===== src/rtl/disk_if_pkg.sv =====
// Shared definitions for the host disk-request channel: op codes, disk_sr/disk_cr bit map,
// arbiter state encoding and the command-word helpers.
package disk_if_pkg;

   localparam logic [1:0] OP_READ  = 2'b00;
   localparam logic [1:0] OP_WRITE = 2'b01;
   localparam logic [1:0] OP_SEEK  = 2'b10;
   localparam logic [1:0] OP_RSVD  = 2'b11;

   localparam int SR_ACK     = 16;
   localparam int SR_RD0     = 17;
   localparam int SR_RD1     = 18;
   localparam int SR_WR0     = 20;
   localparam int SR_WR1     = 21;
   localparam int SR_SEEK_LO = 24;

   localparam int CR_DONE = 4;
   localparam int CR_ERR  = 3;

   typedef enum logic [2:0] {
      ST_IDLE,
      ST_ISSUE,
      ST_WAIT_DONE,
      ST_RELEASE,
      ST_WAIT_LOW
   } state_t;

   // addr = {drive, head, cyl[6:0], sector[7:0]}
   typedef struct packed {
      logic [1:0]  op;
      logic [16:0] addr;
   } disk_cmd_t;

   function automatic logic [31:0] encode_cmd(input disk_cmd_t c);
      logic [31:0] w;
      w       = '0;
      w[15:0] = c.addr[15:0];
      case (c.op)
         OP_READ:  w[c.addr[16] ? SR_RD1 : SR_RD0] = 1'b1;
         OP_WRITE: w[c.addr[16] ? SR_WR1 : SR_WR0] = 1'b1;
         OP_SEEK:  w[SR_SEEK_LO +: 2] = c.addr[16] ? 2'b10 : 2'b01;
         default:  w = '0;
      endcase
      return w;
   endfunction

   // Drop the command bits but keep the address visible, and raise ack-of-ack.
   function automatic logic [31:0] release_word(input logic [31:0] w_in);
      logic [31:0] w;
      w                 = w_in;
      w[SR_RD0]         = 1'b0;
      w[SR_RD1]         = 1'b0;
      w[SR_WR0]         = 1'b0;
      w[SR_WR1]         = 1'b0;
      w[SR_SEEK_LO +: 2] = 2'b00;
      w[SR_ACK]         = 1'b1;
      return w;
   endfunction

endpackage


===== src/rtl/disk_req_arbiter_rr_arb2.sv =====
// Two-way round-robin picker: the requester that did not win last time wins a tie.
// Combinational pick; last-grant register updated only when the caller says a grant finished.
module rr_arb2 (
   input  logic       clk,
   input  logic       rst_n,
   input  logic [1:0] req,
   input  logic       upd,
   input  logic       upd_grant,
   output logic       pick,
   output logic       any
);

   logic last;

   assign any  = |req;
   assign pick = (&req) ? ~last : req[1];

   // Reset to 1 so requester 0 wins the first tie.
   always_ff @(posedge clk) begin
      if (!rst_n)
         last <= 1'b1;
      else if (upd)
         last <= upd_grant;
   end

endmodule


===== src/rtl/disk_req_arbiter.sv =====
// Shares the host disk_sr/disk_cr channel between two controllers, one command in flight.
// valid->ready 1 cycle, host done->rq done 1 cycle; valid must be held while the channel is busy.
module disk_req_arbiter
   import disk_if_pkg::*;
#(
   parameter int                   TIMEOUT_W      = 24,
   parameter logic [TIMEOUT_W-1:0] TIMEOUT_CYCLES = 24'd8000000
) (
   input  logic        clk,
   input  logic        rst_n,
   input  logic        rq0_valid,
   input  logic        rq1_valid,
   input  logic [1:0]  rq0_op,
   input  logic [1:0]  rq1_op,
   input  logic [16:0] rq0_addr,
   input  logic [16:0] rq1_addr,
   output logic        rq0_ready,
   output logic        rq1_ready,
   output logic        rq0_done,
   output logic        rq1_done,
   output logic        rq0_err,
   output logic        rq1_err,
   output logic        rq0_din_wr,
   output logic        rq1_din_wr,
   output logic        rq0_dout_rd,
   output logic        rq1_dout_rd,
   input  logic        disk_data_clkin,
   input  logic        disk_data_clkout,
   output logic [31:0] disk_sr,
   input  logic [31:0] disk_cr,
   output logic        grant,
   output logic        busy
);

   localparam logic [TIMEOUT_W-1:0] WD_LAST = TIMEOUT_CYCLES - 1'b1;

   state_t               state;
   disk_cmd_t            cmd;
   logic [31:0]          sr_q;
   logic [TIMEOUT_W-1:0] wd;
   logic [1:0]           ready_q;
   logic [1:0]           done_q;
   logic [1:0]           err_q;
   logic                 arb_pick;
   logic                 arb_any;
   logic                 last_upd;
   logic                 host_done;
   logic                 unused_cr;

   assign host_done = disk_cr[CR_DONE];
   assign unused_cr = ^{disk_cr[31:CR_DONE+1], disk_cr[CR_ERR-1:0]};

   assign last_upd = (state == ST_RELEASE) || (state == ST_ISSUE && cmd.op == OP_RSVD);

   rr_arb2 u_arb (
      .clk       (clk),
      .rst_n     (rst_n),
      .req       ({rq1_valid, rq0_valid}),
      .upd       (last_upd),
      .upd_grant (grant),
      .pick      (arb_pick),
      .any       (arb_any)
   );

   always_ff @(posedge clk) begin
      if (!rst_n) begin
         state   <= ST_IDLE;
         cmd     <= '0;
         sr_q    <= '0;
         wd      <= '0;
         grant   <= 1'b0;
         ready_q <= '0;
         done_q  <= '0;
         err_q   <= '0;
      end else begin
         ready_q <= '0;
         done_q  <= '0;
         err_q   <= '0;
         unique case (state)
            ST_IDLE: begin
               // A done still high from the previous command would be mistaken for the next one.
               if (arb_any && !host_done) begin
                  grant            <= arb_pick;
                  ready_q[arb_pick] <= 1'b1;
                  cmd              <= arb_pick ? {rq1_op, rq1_addr} : {rq0_op, rq0_addr};
                  state            <= ST_ISSUE;
               end
            end
            ST_ISSUE: begin
               if (cmd.op == OP_RSVD) begin
                  done_q[grant] <= 1'b1;
                  err_q[grant]  <= 1'b1;
                  state         <= ST_IDLE;
               end else begin
                  sr_q  <= encode_cmd(cmd);
                  wd    <= '0;
                  state <= ST_WAIT_DONE;
               end
            end
            ST_WAIT_DONE: begin
               wd <= wd + 1'b1;
               // Done takes priority over a coincident timeout.
               if (host_done || wd == WD_LAST) begin
                  done_q[grant] <= 1'b1;
                  err_q[grant]  <= host_done ? disk_cr[CR_ERR] : 1'b1;
                  sr_q          <= release_word(sr_q);
                  state         <= ST_RELEASE;
               end
            end
            ST_RELEASE: state <= ST_WAIT_LOW;
            ST_WAIT_LOW: begin
               if (!host_done)
                  state <= ST_IDLE;
            end
            default: state <= ST_IDLE;
         endcase
      end
   end

   assign busy    = (state != ST_IDLE);
   assign disk_sr = sr_q;

   assign rq0_ready = ready_q[0];
   assign rq1_ready = ready_q[1];
   assign rq0_done  = done_q[0];
   assign rq1_done  = done_q[1];
   assign rq0_err   = err_q[0];
   assign rq1_err   = err_q[1];

   // Strobes keep flowing through WAIT_LOW so the controller can drain its byte FIFO.
   assign rq0_din_wr  = disk_data_clkin  & busy & ~grant;
   assign rq1_din_wr  = disk_data_clkin  & busy &  grant;
   assign rq0_dout_rd = disk_data_clkout & busy & ~grant;
   assign rq1_dout_rd = disk_data_clkout & busy &  grant;

endmodule

===== config.mk =====
export PLATFORM = sky130hd
export DESIGN_NAME = disk_req_arbiter
export DESIGN_NICKNAME = d
export VERILOG_FILES = /design/src/rtl/disk_if_pkg.sv /design/src/rtl/disk_req_arbiter_rr_arb2.sv /design/src/rtl/disk_req_arbiter.sv
export SDC_FILE = /design/constraint.sdc
export NUM_CORES = 1
export LEC_CHECK = 0
export CAP_MARGIN = 20
export CORE_MARGIN = 2
export CORE_UTILIZATION = 49
export CTS_CLUSTER_DIAMETER = 80
export CTS_CLUSTER_SIZE = 10
export DETAILED_ROUTE_END_ITERATION = 10
export PLACE_DENSITY = 0.86
export SLEW_MARGIN = 0
export SYNTH_ARGS = -nofsm -noshare
export SYNTH_HDL_FRONTEND = slang
export SYNTH_SLANG_ARGS = --single-unit

===== constraint.sdc =====
create_clock -name clk -period 4.1 [get_ports clk]
set_input_delay 0.82 -clock clk [delete_from_list [all_inputs] [get_ports clk]]
set_output_delay 0.82 -clock clk [all_outputs]
set_load 0.02 [all_outputs]

==> impl_metrics.toml, run 1 <==
[critical_path]
cp-endpoint = "rq0_din_wr"
critPathCaptureType = "primary output"
crit_fanout = 2
crit_arrival_ps = 2040
r2r_end = "wd[22]$_SDFFE_PN0P_"
start_kind = "input pin"
reg2reg_from = "state[1]$_SDFFE_PN0P_"
r2r.worst_path.cells = 4
critPathRequiredTime_ps = 3280
rrSetupSlack_ps = 1550
crit_type = "in2out"
crit_start = "disk_data_clkin"

[cts]
cts.path.max_buffers = 2
cts_tree = "built"
post_cts_resized = 0
cts_max_level = 3
clk_pin_slew_ps = 90
clock-sinks = 77
clock-root-buffer = "clkbuf_8"
cts_hold_buf = 0
numCtsBuffers = 9
insertion_delay_ps = 350
cts_setup_buffers = 0

[floorplanning]
io_pins = 120
rows = 30
core_um2 = 6830
die_w_um = 88.0
start_util_pct = 50.6
die_h_um = 88.0
dieArea_um2 = 7750

[yosys]
syn_inst = 393
synthTopCellsByCount = "77 x dfxtp_1, 55 x nand2_1, 25 x inv_1"
synth_flop_cell = "dfxtp_1"
synth_top_area_cell = "dfxtp_1"
syn_area_um2 = 3460
yosys_warnings = 0
syn_avg_cell_area_um2 = 8.80
synth-seq-area-share_pct = 44.6
synthDistinctLibCells = 54
synthTopCellsByArea = "dfxtp_1 45%, nand2_1 6.0%, a222oi_1 5.5%, a21boi_0 5.0%, inv_1 2.7%"
yosysMostFrequentCell = "dfxtp_1"
synth-seq-cells = 77
synthArstFlopShare_pct = 0
synth_edf_count = 0
yosys.area.top_type_share_pct = 44.6

[global_routing]
overflow = 0
grt_pass1_wl_mm = 13.6
grt_max_degree = 53
grt_use_total_pct = 22.4
grt_pass1_vias = 3029
antenna_found_initial = 0

[layout]
area_growth_pct = 30.4
antennaDiodeCount = 0
drive_gt1_share_pct = 7.26
fillers = 548
nets = 540

[route]
wire_per_inst_um = 15.0
ant_nets = 0
dr.pass1.iters = 8
via_per_inst = 5.69
drt-total-wl_mm = 8.45
drtIter0Drc = 312
num_vias = 3210
drc = 0

[status]
status = "complete, no violations"

[placement]
gp_congestion = 0.784
io_buffers = 80
dp_hpwl_mm = 5.73

[pwr]
pwr-share-comb_pct = 12.8
p_seq_share_pct = 48.4
p_clk_share_pct = 38.7
power_switching_w = 0.000426
cellPowerDensity_nw_per_um2 = 364
switching_share_pct = 25.9
internal_power_w = 0.00122
max-vdd-ir-drop_mv = 0.246
p_leak_nw = 1.76

[sta]
fin_skew_ps = 9.74
relSlewSlack_pct = 48.8
rsz0062_at_grt = "false"
maxSlewViolCount = 0
fin_hold_ws_ps = 468
max_freq_ghz = 0.349
period_needed_ps = 2860
setup_viol = 0
hold_viol_final = 0
tightest_slew_ps = 768
tns_ps = 0
min_period_over_period_pct = 69.9

[run]
max-cap-violations = 0

[min_path]
hold_class = "reg2reg"
[per-layer routing]
| layer | track usage [%] | vias to the layer above | share of wire (%) |
|---|---|---|---|
| met5 | 0 | - | 0 |
| li1 | - | 1560 | - |
| met3 | 7.35 | 12 | 8.2 |
| met1 | 26.4 | 1514 | 41 |
| met4 | 7.44 | 0 | 1.2 |
| met2 | 38.4 | 124 | 49 |
[how the worst min path moves through the flow]
stage	startpoint	endpoint	slack, ps	cells after the start
after detailed placement	cmd[12]$_SDFFE_PN0P_	disk_sr[12]$_SDFFE_PN0P_	460	2
after CTS	cmd[7]$_SDFFE_PN0P_	disk_sr[7]$_SDFFE_PN0P_	470	2
after floorplan	cmd[0]$_SDFFE_PN0P_	disk_sr[0]$_SDFFE_PN0P_	440	2
after global routing	cmd[9]$_SDFFE_PN0P_	disk_sr[9]$_SDFFE_PN0P_	480	2
final	cmd[7]$_SDFFE_PN0P_	disk_sr[7]$_SDFFE_PN0P_	470	2
after global placement	cmd[4]$_SDFFE_PN0P_	disk_sr[4]$_SDFFE_PN0P_	450	2
[area by class of cell]
type	count	area, um^2	area share (%)
tap	96	120	2.66
sequential	77	1540	34.2
multi-input combinational	265	1700	37.6
clock buffer	9	124	2.75
clock inverter	7	98.8	2.19
inverter	25	93.8	2.08
timing repair buffer	85	838	18.6
[power groups by stage]
| stage | registers (W) | logic (W) | clock network, W |
|---|---|---|---|
| after floorplan | 0.000817 | 0.000116 | 0 |
| after global placement | 0.000812 | 0.000203 | 0 |
| after detailed placement | 0.000813 | 0.000208 | 0 |
| after CTS | 0.000796 | 0.000211 | 0.000644 |
| after global routing | 0.000800 | 0.000228 | 0.000672 |
| final | 0.000797 | 0.000211 | 0.000637 |
[placed cells by master (no fill, tap or decap), drive strengths merged, types with 8 or more instances in the layout]
master          n
a21boi         25
a21oi           8
a222oi         19
and3            9
clkbuf          9
clkdlybuf4s50  80
conb            9
dfxtp          77
inv            26
nand2          55
nand3          12
nor2           17
nor2b           9
or3             9
[through the flow]
stage               std cells  setup WS (ps)  total power, W  utilization, %  instance area, um^2
CTS                       564           1240         0.00165            66.0                 4510
global route              564           1180         0.00170            66.0                 4510
floorplan                 401           2000        0.000932               -                 3490
detailed placement        548           1240         0.00102            62.8                 4290
finish                    564           1240         0.00164            66.0                 4510
global placement          548           1260         0.00102            62.8                 4290
[state kept, by name (all words and copies together), names as in the netlist]
register,cells
disk_sr,23
done_q,2
state,3
u_arb.last,1
cmd,19
grant,1
err_q,2
wd,24
ready_q,2
[critical path, cell delays in order]
cell,delay [ps]
clkdlybuf4s50_1,460
and3b_1,140
clkdlybuf4s50_1,610
[logic make-up (layout without fill, tap and decap cells)]
family,after synthesis,count (layout),synth area share [%]
fa+ha+maj,1,1,0.362
simple gates,156,156,24.1
xor+xnor,1,1,0.253
buf+inv,59,126,7.63
other cells,1,9,0.108
flops,77,77,44.6
compound gates,91,91,20.8
mux,7,7,2.17
Power figures use the tool's default switching activity.
==> inputs of run 2 (changes only) <==
Settings changed: CORE_UTILIZATION 49 to 41, PLACE_DENSITY 0.86 to 0.77.
Clock period 4.1 ns to 2.31 ns, I/O delays scaled along.
==> run 2 against run 1 <==
Non-clock buffer count up 15. Hold slack about the same. Via count up 1.3%. Die area up 19%. Design area up 2.2%. Largest cell class unchanged.
==> impl_metrics.toml, run 2 (synthesized netlist as in run 1, its figures left out) <==
[status]
status = "complete, no violations"

[route]
drtIter0Drc = 249
num_vias = 3253
drc = 0
wire_per_inst_um = 14.8
via_per_inst = 5.53
dr.pass1.iters = 5
drt-total-wl_mm = 8.70
ant_nets = 0

[min_path]
hold_class = "reg2reg"
hold_path_depth = 2
min-delay-start = "cmd[10]$_SDFFE_PN0P_"

[critical_path]
path_delay_family = "simple AND/OR/NAND/NOR gates"
slowest_stage = "or3_1"
cp_num_buf_inv = 1
critPathCaptureType = "primary output"
path_depth = 3
crit_start = "state[2]$_SDFFE_PN0P_"
start_kind = "flip-flop"
reg2reg_from = "wd[0]$_SDFFE_PN0P_"
crit_fanout = 8
r2r.worst_path.cells = 5
crit_type = "reg2out"
path_cells = "or3_1 > and3_1 > dlygate4sd2_1"
slowest_delay_ps = 490
critPathRequiredTime_ps = 1850
crit_arrival_ps = 1760

[global_routing]
grt_use_total_pct = 20.4
overflow = 0
grt_pass1_wl_mm = 14.7
grt_pass1_vias = 3168
grt_max_degree = 33
antenna_found_initial = 0

[placement]
io_buffers = 80
dp_hpwl_mm = 6.28
gp_congestion = 0.815
post-place-ws_ps = 130
dpl.cell_count = 572

[layout]
final_cell_mix = "76 x dfxtp_1, 75 x clkdlybuf4s50_1, 55 x nand2_1"
area_growth_pct = 33.3
largest_reg_flops = 24
nets = 555
fillers = 740
fin_cells = 588
top_register = "wd"
drive_gt1_share_pct = 10.4
mostFrequentLayoutCell = "dfxtp_1"
antennaDiodeCount = 0

[floorplanning]
start_util_pct = 42.1
die_h_um = 95.9
rows = 33
io_pins = 120
dieArea_um2 = 9190
core_um2 = 8220
die_w_um = 95.9

[cts]
cts_setup_buffers = 0
cts_hold_buf = 0
clock-sinks = 77
post_cts_resized = 5
cts_tree = "built"
clk_pin_slew_ps = 90
insertion_delay_ps = 350
clock-root-buffer = "clkbuf_8"
cts_max_level = 3
cts.path.max_buffers = 2
numCtsBuffers = 9

[sta]
tns_ps = 0
hold_viol_final = 0
rsz0062_at_grt = "false"
period_needed_ps = 2220
min_period_over_period_pct = 96.3
maxSlewViolCount = 0
max_freq_ghz = 0.450
worst_slack_ps = 85.3
relSlewSlack_pct = 53.1
tightest_slew_ps = 703
setup_viol = 0
fin_skew_ps = 13.4

[pwr]
max-vdd-ir-drop_mv = 0.498
cellPowerDensity_nw_per_um2 = 598
p_leak_nw = 1.85
p_total_w = 0.00276

[run]
max-cap-violations = 0
[run 2: cell count changes in the layout (fill, tap and decap cells not counted), sizes merged]
cell,before,now
inv,26,28
dlygate4sd2,0,5
bufinv,2,0
clkdlybuf4s50,80,75
buf,5,20
[run 2: worst reg2reg max path, stage by stage, from the launching register on]
cell and delay [ps]:
dfxtp_1 390, ha_1 240, nand2_1 160, or4_1 720, or4_1 450, a21boi_1 140
[run 2: metrics by stage]
step	area [um^2]	utilization [%]	hold slack, ps
2_1_floorplan	3490	-	441
3_3_place_gp	4440	54.0	449
3_5_place_dp	4440	54.0	460
4_1_cts	4610	56.1	472
5_1_grt	4610	56.1	494
6_report	4610	56.1	468
[run 2: final timing paths]
path / slack (ps) / endpoint
setup / recovery: 90 / rq1_dout_rd
hold / removal: 470 / disk_sr[10]$_SDFFE_PN0P_
setup reg to reg: 140 / wd[22]$_SDFFE_PN0P_
hold reg to reg: 470 / disk_sr[10]$_SDFFE_PN0P_
[run 2: power by group]
part           internal [W]  leakage [nW]  switching [W]
registers           0.00138         0.624      0.0000387
clock network      0.000403        0.0906       0.000541
logic              0.000193          1.14       0.000206
[run 2: per-layer routing]
metal / global-route usage [%] / vias to the layer above / wire length, um
li1: - / 1585 / -
met1: 25.1 / 1530 / 3760
met2: 33.6 / 125 / 4190
met3: 6.42 / 13 / 630
met4: 7.38 / 0 / 123
met5: 0 / - / 0
[run 2: layout make-up]
type                       instances  area, um^2  share of cell area, %
tap                              105         131                   2.85
timing repair buffer             100         970                   21.0
clock inverter                     7        56.3                   1.22
multi-input combinational        265        1700                   36.8
clock buffer                       9         124                   2.69
sequential                        77        1540                   33.4
inverter                          25        93.8                   2.03
